<file path="src/rtl/rename_rat_freelist_if.sv">
// Rename/commit bus for the RAT + free-list block: rename lookups and allocation,
// commit frees and retire pointer advance, and the flush restore from the retirement RAT.
interface rename_rat_freelist_if;
  // Rename side
  logic         tREN_allocReq_IN;
  logic [4:0]   tREN_archDest_IN;
  logic [4:0]   tREN_archSrc1_IN;
  logic [4:0]   tREN_archSrc2_IN;
  logic [5:0]   fREN_physSrc1_OUT;
  logic [5:0]   fREN_physSrc2_OUT;
  logic [5:0]   fREN_physDest_OUT;
  logic [5:0]   fREN_oldPhysDest_OUT;
  logic         fREN_allocAck_OUT;
  // Free-list status
  logic         fFL_empty_OUT;
  logic [5:0]   fFL_count_OUT;
  logic         fFL_overflow_OUT;
  // Commit side
  logic         tFL_freeReq_IN;
  logic [5:0]   tFL_freeId_IN;
  logic         tFL_commitAlloc_IN;
  logic         tRAT_copyRetRat_IN;
  logic [191:0] tRAT_retRat_IN;

  modport master (
    output tREN_allocReq_IN, tREN_archDest_IN, tREN_archSrc1_IN, tREN_archSrc2_IN,
    output tFL_freeReq_IN, tFL_freeId_IN, tFL_commitAlloc_IN,
    output tRAT_copyRetRat_IN, tRAT_retRat_IN,
    input  fREN_physSrc1_OUT, fREN_physSrc2_OUT, fREN_physDest_OUT, fREN_oldPhysDest_OUT,
    input  fREN_allocAck_OUT, fFL_empty_OUT, fFL_count_OUT, fFL_overflow_OUT
  );

  modport slave (
    input  tREN_allocReq_IN, tREN_archDest_IN, tREN_archSrc1_IN, tREN_archSrc2_IN,
    input  tFL_freeReq_IN, tFL_freeId_IN, tFL_commitAlloc_IN,
    input  tRAT_copyRetRat_IN, tRAT_retRat_IN,
    output fREN_physSrc1_OUT, fREN_physSrc2_OUT, fREN_physDest_OUT, fREN_oldPhysDest_OUT,
    output fREN_allocAck_OUT, fFL_empty_OUT, fFL_count_OUT, fFL_overflow_OUT
  );
endinterface

</file>
<file path="src/rtl/rename_rat_freelist.sv">
// Speculative front-end RAT plus circular physical-register free list with a
// retired head pointer so a flush can roll allocation back to the committed point.
module rename_rat_freelist (
  input logic                  CLK,
  input logic                  RESET,
  input logic                  FREEZE,
  rename_rat_freelist_if.slave bus
);

  // Handshake: rename holds allocReq (with archDest) until allocAck is seen high in
  // the same cycle; on that cycle physDest is the granted id, consumed at the posedge.

  logic [5:0] rat_q [32];
  logic [5:0] rat_d [32];
  logic [5:0] fl_q  [32];
  logic [5:0] fl_d  [32];
  logic [5:0] head_q, head_d;
  logic [5:0] ret_head_q, ret_head_d;
  logic [5:0] tail_q, tail_d;
  logic       overflow_q, overflow_d;

  logic [5:0] count;
  logic       empty;
  logic       full;
  logic       alloc_ack;

  always_comb begin
    count     = tail_q - head_q;
    empty     = (count == 6'd0);
    full      = (count == 6'd32);
    alloc_ack = bus.tREN_allocReq_IN && !empty && (bus.tREN_archDest_IN != 5'd0) &&
                !FREEZE && !bus.tRAT_copyRetRat_IN;
  end

  // Lookups see only current state; a same-cycle allocation is not bypassed.
  assign bus.fREN_physSrc1_OUT    = rat_q[bus.tREN_archSrc1_IN];
  assign bus.fREN_physSrc2_OUT    = rat_q[bus.tREN_archSrc2_IN];
  assign bus.fREN_oldPhysDest_OUT = rat_q[bus.tREN_archDest_IN];
  assign bus.fREN_physDest_OUT    = fl_q[head_q[4:0]];
  assign bus.fREN_allocAck_OUT    = alloc_ack;
  assign bus.fFL_empty_OUT        = empty;
  assign bus.fFL_count_OUT        = count;
  assign bus.fFL_overflow_OUT     = overflow_q;

  always_comb begin
    rat_d      = rat_q;
    fl_d       = fl_q;
    head_d     = head_q;
    ret_head_d = ret_head_q;
    tail_d     = tail_q;
    overflow_d = overflow_q;
    if (!FREEZE) begin
      if (alloc_ack) begin
        rat_d[bus.tREN_archDest_IN] = fl_q[head_q[4:0]];
        head_d = head_q + 6'd1;
      end
      if (bus.tFL_freeReq_IN) begin
        if (!full) begin
          fl_d[tail_q[4:0]] = bus.tFL_freeId_IN;
          tail_d = tail_q + 6'd1;
        end else begin
          overflow_d = 1'b1;
        end
      end
      if (bus.tFL_commitAlloc_IN) begin
        ret_head_d = ret_head_q + 6'd1;
      end
      // Flush rolls head back to the retired point including this cycle's commit.
      if (bus.tRAT_copyRetRat_IN) begin
        for (int i = 0; i < 32; i++) begin
          rat_d[i] = bus.tRAT_retRat_IN[191 - 6*i -: 6];
        end
        head_d = ret_head_d;
      end
    end
  end

  always_ff @(posedge CLK) begin
    if (!RESET) begin
      for (int i = 0; i < 32; i++) begin
        rat_q[i] <= 6'(i);
        fl_q[i]  <= 6'(i + 32);
      end
      head_q     <= 6'd0;
      ret_head_q <= 6'd0;
      tail_q     <= 6'b100000;
      overflow_q <= 1'b0;
    end else begin
      rat_q      <= rat_d;
      fl_q       <= fl_d;
      head_q     <= head_d;
      ret_head_q <= ret_head_d;
      tail_q     <= tail_d;
      overflow_q <= overflow_d;
    end
  end

endmodule

</file>
<file path="src/flat_wrapper.sv">
// flat-port wrapper written by rule: the top's interface ports become plain ports
module rename_rat_freelist_flat 
  (CLK, RESET, FREEZE, bus_tREN_allocReq_IN, bus_tREN_archDest_IN, bus_tREN_archSrc1_IN, bus_tREN_archSrc2_IN, bus_tFL_freeReq_IN, bus_tFL_freeId_IN, bus_tFL_commitAlloc_IN, bus_tRAT_copyRetRat_IN, bus_tRAT_retRat_IN, bus_fREN_physSrc1_OUT, bus_fREN_physSrc2_OUT, bus_fREN_physDest_OUT, bus_fREN_oldPhysDest_OUT, bus_fREN_allocAck_OUT, bus_fFL_empty_OUT, bus_fFL_count_OUT, bus_fFL_overflow_OUT);
  rename_rat_freelist_if bus_i ();
  input logic CLK;
  input logic RESET;
  input logic FREEZE;
  input wire logic [$bits(bus_i.tREN_allocReq_IN)-1:0] bus_tREN_allocReq_IN;
  input wire logic [$bits(bus_i.tREN_archDest_IN)-1:0] bus_tREN_archDest_IN;
  input wire logic [$bits(bus_i.tREN_archSrc1_IN)-1:0] bus_tREN_archSrc1_IN;
  input wire logic [$bits(bus_i.tREN_archSrc2_IN)-1:0] bus_tREN_archSrc2_IN;
  input wire logic [$bits(bus_i.tFL_freeReq_IN)-1:0] bus_tFL_freeReq_IN;
  input wire logic [$bits(bus_i.tFL_freeId_IN)-1:0] bus_tFL_freeId_IN;
  input wire logic [$bits(bus_i.tFL_commitAlloc_IN)-1:0] bus_tFL_commitAlloc_IN;
  input wire logic [$bits(bus_i.tRAT_copyRetRat_IN)-1:0] bus_tRAT_copyRetRat_IN;
  input wire logic [$bits(bus_i.tRAT_retRat_IN)-1:0] bus_tRAT_retRat_IN;
  output wire logic [$bits(bus_i.fREN_physSrc1_OUT)-1:0] bus_fREN_physSrc1_OUT;
  output wire logic [$bits(bus_i.fREN_physSrc2_OUT)-1:0] bus_fREN_physSrc2_OUT;
  output wire logic [$bits(bus_i.fREN_physDest_OUT)-1:0] bus_fREN_physDest_OUT;
  output wire logic [$bits(bus_i.fREN_oldPhysDest_OUT)-1:0] bus_fREN_oldPhysDest_OUT;
  output wire logic [$bits(bus_i.fREN_allocAck_OUT)-1:0] bus_fREN_allocAck_OUT;
  output wire logic [$bits(bus_i.fFL_empty_OUT)-1:0] bus_fFL_empty_OUT;
  output wire logic [$bits(bus_i.fFL_count_OUT)-1:0] bus_fFL_count_OUT;
  output wire logic [$bits(bus_i.fFL_overflow_OUT)-1:0] bus_fFL_overflow_OUT;
  assign bus_i.tREN_allocReq_IN = bus_tREN_allocReq_IN;
  assign bus_i.tREN_archDest_IN = bus_tREN_archDest_IN;
  assign bus_i.tREN_archSrc1_IN = bus_tREN_archSrc1_IN;
  assign bus_i.tREN_archSrc2_IN = bus_tREN_archSrc2_IN;
  assign bus_i.tFL_freeReq_IN = bus_tFL_freeReq_IN;
  assign bus_i.tFL_freeId_IN = bus_tFL_freeId_IN;
  assign bus_i.tFL_commitAlloc_IN = bus_tFL_commitAlloc_IN;
  assign bus_i.tRAT_copyRetRat_IN = bus_tRAT_copyRetRat_IN;
  assign bus_i.tRAT_retRat_IN = bus_tRAT_retRat_IN;
  assign bus_fREN_physSrc1_OUT = bus_i.fREN_physSrc1_OUT;
  assign bus_fREN_physSrc2_OUT = bus_i.fREN_physSrc2_OUT;
  assign bus_fREN_physDest_OUT = bus_i.fREN_physDest_OUT;
  assign bus_fREN_oldPhysDest_OUT = bus_i.fREN_oldPhysDest_OUT;
  assign bus_fREN_allocAck_OUT = bus_i.fREN_allocAck_OUT;
  assign bus_fFL_empty_OUT = bus_i.fFL_empty_OUT;
  assign bus_fFL_count_OUT = bus_i.fFL_count_OUT;
  assign bus_fFL_overflow_OUT = bus_i.fFL_overflow_OUT;
  rename_rat_freelist u_core (.CLK(CLK), .RESET(RESET), .FREEZE(FREEZE), .bus(bus_i));
endmodule
</file>
<file path="config.mk">
export PLATFORM = sky130hd
export DESIGN_NAME = rename_rat_freelist_flat
export DESIGN_NICKNAME = d
export VERILOG_FILES = /design/src/rtl/rename_rat_freelist_if.sv /design/src/rtl/rename_rat_freelist.sv /design/src/flat_wrapper.sv
export SDC_FILE = /design/constraint.sdc
export NUM_CORES = 1
export LEC_CHECK = 0
export BUFFER_PORTS_ARGS = -buffer_cell sky130_fd_sc_hd__buf_4
export CAP_MARGIN = 20
export CELL_PAD_IN_SITES_DETAIL_PLACEMENT = 1
export CELL_PAD_IN_SITES_GLOBAL_PLACEMENT = 1
export CORE_AREA = 3 3 263 188
export CTS_CLUSTER_SIZE = 25
export DETAILED_ROUTE_END_ITERATION = 8
export DIE_AREA = 0 0 266 191
export GPL_ROUTABILITY_DRIVEN = 0
export MAX_ROUTING_LAYER = met4
export PLACE_DENSITY = 0.88
export SLEW_MARGIN = 20
export SYNTH_ARGS = -nofsm -noshare
export SYNTH_HDL_FRONTEND = slang
export SYNTH_SLANG_ARGS = --single-unit
</file>
<file path="constraint.sdc">
create_clock -name CLK -period 7.3 [get_ports CLK]
set_clock_uncertainty 0.05 [all_clocks]
set_input_delay 0.365 -clock CLK [delete_from_list [all_inputs] [get_ports CLK]]
set_output_delay 0.365 -clock CLK [all_outputs]
set_load 0.005 [all_outputs]
</file>
### Word level (Yosys, flattened, before mapping)

Index checks and enable logic that the tools add are counted.

* register bits: 403
* output and inout port bits: 33
* word-level logic and storage cells: 125

* $add $sub $neg: 4
* magnitude comparators: 7
* equality and inequality tests: 1
* multiplexer cells: 23
* bitwise logic cells: 7
* reduce and logical (&&, ||, !) cells: 15

Operators by type and width (number)
* $bwmux 192: 2
* $mux 192: 2
* $bmux 6 s5: 4
* $mux 6: 13
* $demux 6 s5: 2
* $ge 6x6->1 const B: 5
* $not 5->6: 5
* $add 6x1->6 const B: 3
* $lt 6x1->1 const B: 2
* $eq 6x6->1 const B: 1
* $logic_and 1x1->1: 6
* $logic_not 6->1: 1
* $reduce_and 3->1: 2
* $sub 6x6->6: 1
* $reduce_bool 5->1: 1
* $logic_not 1->1: 3
* $not 1->1: 2
* $reduce_and 2->1: 1
* $reduce_bool 2->1: 1

### Depth between registers and ports, before layout

* depth in word-level cells: 9
* mapped depth: 16
* gate-level depth less buffers: 11

### Worst setup path after synthesis

OpenSTA, ideal clock, no wires.

* kind: reg2reg
* start point: register u_core.head_q[2]
* end point: register u_core.rat_q[170] (netlist bit)
* library setup time: 0.132 ns
* data arrival time: 3.322 ns
* required time: 7.118 ns
* path slack: 3.796 ns
* cell stages (with the launch flop): 17
* buffers on the path: 6
* clock period less this slack: 3.504 ns
* path through: dfxtp_1 -> buf_2 -> buf_2 -> buf_1 -> inv_1 -> ha_1 -> o21ai_1 -> a2111oi_2 -> or2_0 -> or4b_1 -> buf_6 -> inv_12 -> buf_8 -> buf_8 -> o21ai_2 -> o21ai_0 -> a21oi_1

* word-level cells in the longest chain between the ends: 9
* elaborated cells between the ends (all ways): 16
* those cells by class: add/sub: 1; mux: 6; bitwise: 1; reduce/logical: 8

Ends and longest elaborated chain
* start, declared: RTL line rename_rat_freelist.sv:17 `logic [5:0] head_q, head_d;`
* start signal, assigned: RTL line rename_rat_freelist.sv:84 `head_q <= 6'd0;`
* start signal, assigned: RTL line rename_rat_freelist.sv:91 `head_q <= head_d;`
* $sub 6x6->6: RTL line rename_rat_freelist.sv:28 `count = tail_q - head_q;`
* $logic_not 6->1: RTL line rename_rat_freelist.sv:29 `empty = (count == 6'd0);`
* named net bus_fFL_empty_OUT: RTL line flat_wrapper.sv:22 `output wire logic [$bits(bus_i.fFL_empty_OUT)-1:0] bus_fFL_empty_OUT;`
* $logic_not 1->1: RTL line rename_rat_freelist.sv:31 `alloc_ack = bus.tREN_allocReq_IN && !empty && (bus.tREN_archDest_IN != 5'd0) &&`
* $logic_and 1x1->1 (3 in a row): RTL line rename_rat_freelist.sv:31
* $logic_and 1x1->1: RTL line rename_rat_freelist.sv:32 `!FREEZE && !bus.tRAT_copyRetRat_IN;`
* $reduce_bool 2->1 (no source line)
* $reduce_and 2->1 (no source line)
* end signal, assigned by index: RTL line rename_rat_freelist.sv:81 `rat_q[i] <= 6'(i);`
* end signal, assigned: RTL line rename_rat_freelist.sv:89 `rat_q <= rat_d;`
* end, declared: RTL line rename_rat_freelist.sv:13 `logic [5:0] rat_q [32];`

The timed path passes the listed nets, and every way through them passes these cells. The select of a mux whose other input is x is not followed.
A chain may end at the register's enable or synchronous reset.

### Worst setup path after layout

* start point: register u_core.head_q[0]
* end point: output port bus_fREN_physDest_OUT[0]

* word-level cells in the longest chain between the ends: 4

Ends and longest elaborated chain
* $not 5->6 (implied by the code): RTL line rename_rat_freelist.sv:39 `assign bus.fREN_physDest_OUT = fl_q[head_q[4:0]];`
* $bmux 6 s5: RTL line rename_rat_freelist.sv:39
* $mux 6 (implied by the code) (2 in a row): RTL line rename_rat_freelist.sv:39
* end, declared: RTL line flat_wrapper.sv:19 `output wire logic [$bits(bus_i.fREN_physDest_OUT)-1:0] bus_fREN_physDest_OUT;`

Every way passes these cells. The select of a mux whose other input is x is not followed.

==> results.json <==
{
  "syn_avg_cell_area_um2": 9.748,
  "postRouteAntennaNets": 0,
  "hp-class": "in2reg",
  "routedWlPerCell_um": 31.28,
  "tns_ns": 0,
  "ys_types": 63,
  "worstSetupPathType": "reg2out",
  "syn-cell-area_mm2": 0.02347,
  "fillers": 5214,
  "synth_edf_count": 0,
  "firstDrtPassIters": 8,
  "cp_slowest_cell": "a22o_2",
  "synth_ff_type": "dfxtp_1",
  "status": "finished clean",
  "grt_start_max_net_pins": 246,
  "die_x_um": 266,
  "root_buffer": "clkbuf_16",
  "cap_violations": 0,
  "synth_common_cells": "403 x dfxtp_1, 272 x nor2_1, 230 x a21oi_1",
  "layout-drive-gt1-share_pct": 24.87,
  "row_count": 67,
  "clk_transition_reported_paths_ns": 0.06,
  "synth_top_area_cell": "dfxtp_1",
  "synthCells": 2408,
  "overflow": 0,
  "finalMaxSlewViolations": 0,
  "track_usage_pct": 39.10,
  "crit_path_start_kind": "register",
  "worst_pin_slew_ns": 1.234,
  "synth_top_area_share_pct": 34.37,
  "cts_resized": 0,
  "numCtsBuffers": 42,
  "initial_core_util_pct": 49.65,
  "finalInstanceArea_mm2": 0.02690,
  "pwr_density_cell_mw_per_mm2": 210.8,
  "insertion_delay_ns": 0.58,
  "boundaryPins": 253,
  "hpwl_um": 67420,
  "r2r_slack_ns": 3.04,
  "multiInputGateArea_mm2": 0.01450,
  "synth.top_cells.by_area": "dfxtp_1 34%, mux4_2 20%, mux2i_1 9.7%",
  "grt_setup_unrepaired": "false",
  "cp_common_cell": "buf_4",
  "area_delta_synth_final_pct": 14.58,
  "leakage_nw": 9.062,
  "fin_total_pwr_mw": 5.669,
  "wirelength_um": 99310,
  "routed_via_density": 7.193,
  "setup_violations": 0,
  "ys_warn_count": 0,
  "drc": 0,
  "vdd_ir_drop_max_v": 0.0001781,
  "vias": 22840,
  "dieHeight_um": 191,
  "slew_headroom_pct": 17.54,
  "postCtsSetupBuffers": 0,
  "ys_ff_latch": 403,
  "crit_chain": "buf_4 > mux4_2 > a21oi_1 > a22o_2 > inv_1 > buf_4",
  "regArea_mm2": 0.008071,
  "drt-initial-drc-count": 3881,
  "synthArstFlopShare_pct": 0,
  "worst_slack_ns": 2.603,
  "synth_nets": 2640,
  "cts_tree": "yes",
  "whs_ns": 0.006058,
  "max_freq_mhz": 212.9,
  "synth.most_common_cell": "dfxtp_1",
  "coreArea_mm2": 0.04728,
  "path_max_fanout": 34,
  "cts_sinks": 403,
  "grt_pass1_vias": 23180,
  "clockBufferDepth": 3,
  "grt_pass1_wl_um": 146500,
  "path_delay_family": "compound AO/OA/AOI/OAI gates",
  "period_share_pct": 64.35,
  "fin_nets": 2749,
  "antenna_found_initial": 5,
  "critPathBufInv": 3,
  "hold_buffers": 0,
  "pre_cts_ws_ns": 3.069,
  "synth_seq_area_share_pct": 34.37,
  "h-tree-depth": 2,
  "arrival_ns": 4.28,
  "max_stage_delay_ns": 1.00,
  "finalHoldViolCount": 0,
  "period_minus_slack_ns": 4.697,
  "place_area_mm2": 0.02551,
  "port_buffers": 252,
  "worstPathRequired_ns": 6.88,
  "die-area_mm2": 0.05081,
  "crit_path_end_kind": "output port"
}
stage by stage:
stage | std cells | utilization, %
after floorplan | 2408 | -
after global placement | 3093 | 53.95
after detailed placement | 3093 | 53.95
after CTS | 3165 | 56.76
after global routing | 3174 | 56.88
final | 3175 | 56.89
layer usage:
metal | vias up | wire (µm) | global-route usage, %
met1 | 11270 | 37430 | 49.94
met5 | - | 0 | -
met3 | 490 | 14650 | 14.71
li1 | 9140 | - | -
met2 | 1939 | 41760 | 54.99
met4 | 0 | 5473 | 17.87
state kept, by name, summed over array words and instances, names as in the netlist:
| register | flops |
|---|---|
| u_core.fl_q | 192 |
| u_core.rat_q | 192 |
| u_core.head_q | 6 |
| u_core.ret_head_q | 6 |
| u_core.tail_q | 6 |
| u_core.bus.fFL_overflow_OUT | 1 |
path summary, 6_finish.rpt:
kind                                             start                  endpoint  cells after the start
worst max-delay path                  u_core.head_q[0]  bus_fREN_physDest_OUT[0]                      6
worst min-delay path            bus_tRAT_retRat_IN[46]          u_core.rat_q[46]                      3
worst max register to register        u_core.head_q[0]          u_core.rat_q[79]                      7
worst min register to register        u_core.fl_q[191]          u_core.fl_q[191]                      2
cells by family after synthesis:
logic type / after synthesis / share of synthesized area [%]
and+or+nand+nor: 676 / 13.50
AOI/OAI and AO/OA: 626 / 16.84
muxes: 444 / 29.87
DFF: 403 / 34.37
buffers and inverters: 230 / 4.115
xor gates and xnor gates: 17 / 0.6343
adders and majority gates: 12 / 0.6716
worst reg2reg max path: cells and delay by family, from the launching register on:
family                 cells  cell delay [ns]
flip-flops                 1             0.71
buffers and inverters      1             0.65
AO/OA/AOI/OAI              4             1.87
multiplexers               1             0.62
AND/OR/NAND/NOR            1             0.18
cell usage in the layout (no fill, tap or decap), types with 46 or more instances in the layout:
master,synthesis,layout
a211oi_1,69,68
mux2i_1,228,228
mux4_2,204,204
o21ai_0,152,152
dfxtp_1,403,402
nor2b_1,86,85
a21oi_1,230,230
o21ai_1,46,46
nor2_1,272,269
nand2_1,203,203
buf_4,4,272
report_power, final:
| part | switching [mW] | internal [mW] | leakage (nW) | total (mW) |
|---|---|---|---|---|
| Clock | 0.965 | 1.21 | 0.668 | 2.18 |
| Sequential | 0.107 | 2.27 | 3.29 | 2.38 |
| Combinational | 0.675 | 0.433 | 5.10 | 1.11 |
cell type report:
cell class	instances	share of cell area, %
diodes	9	0.08374
flip-flops and latches	403	30.01
multi-input cells	1775	53.93
inverters	19	0.3117
clock inverters	13	0.3349
clock buffers	59	4.606
well taps	621	2.889
repair buffers	276	7.839
Power figures use the tool's default switching activity.
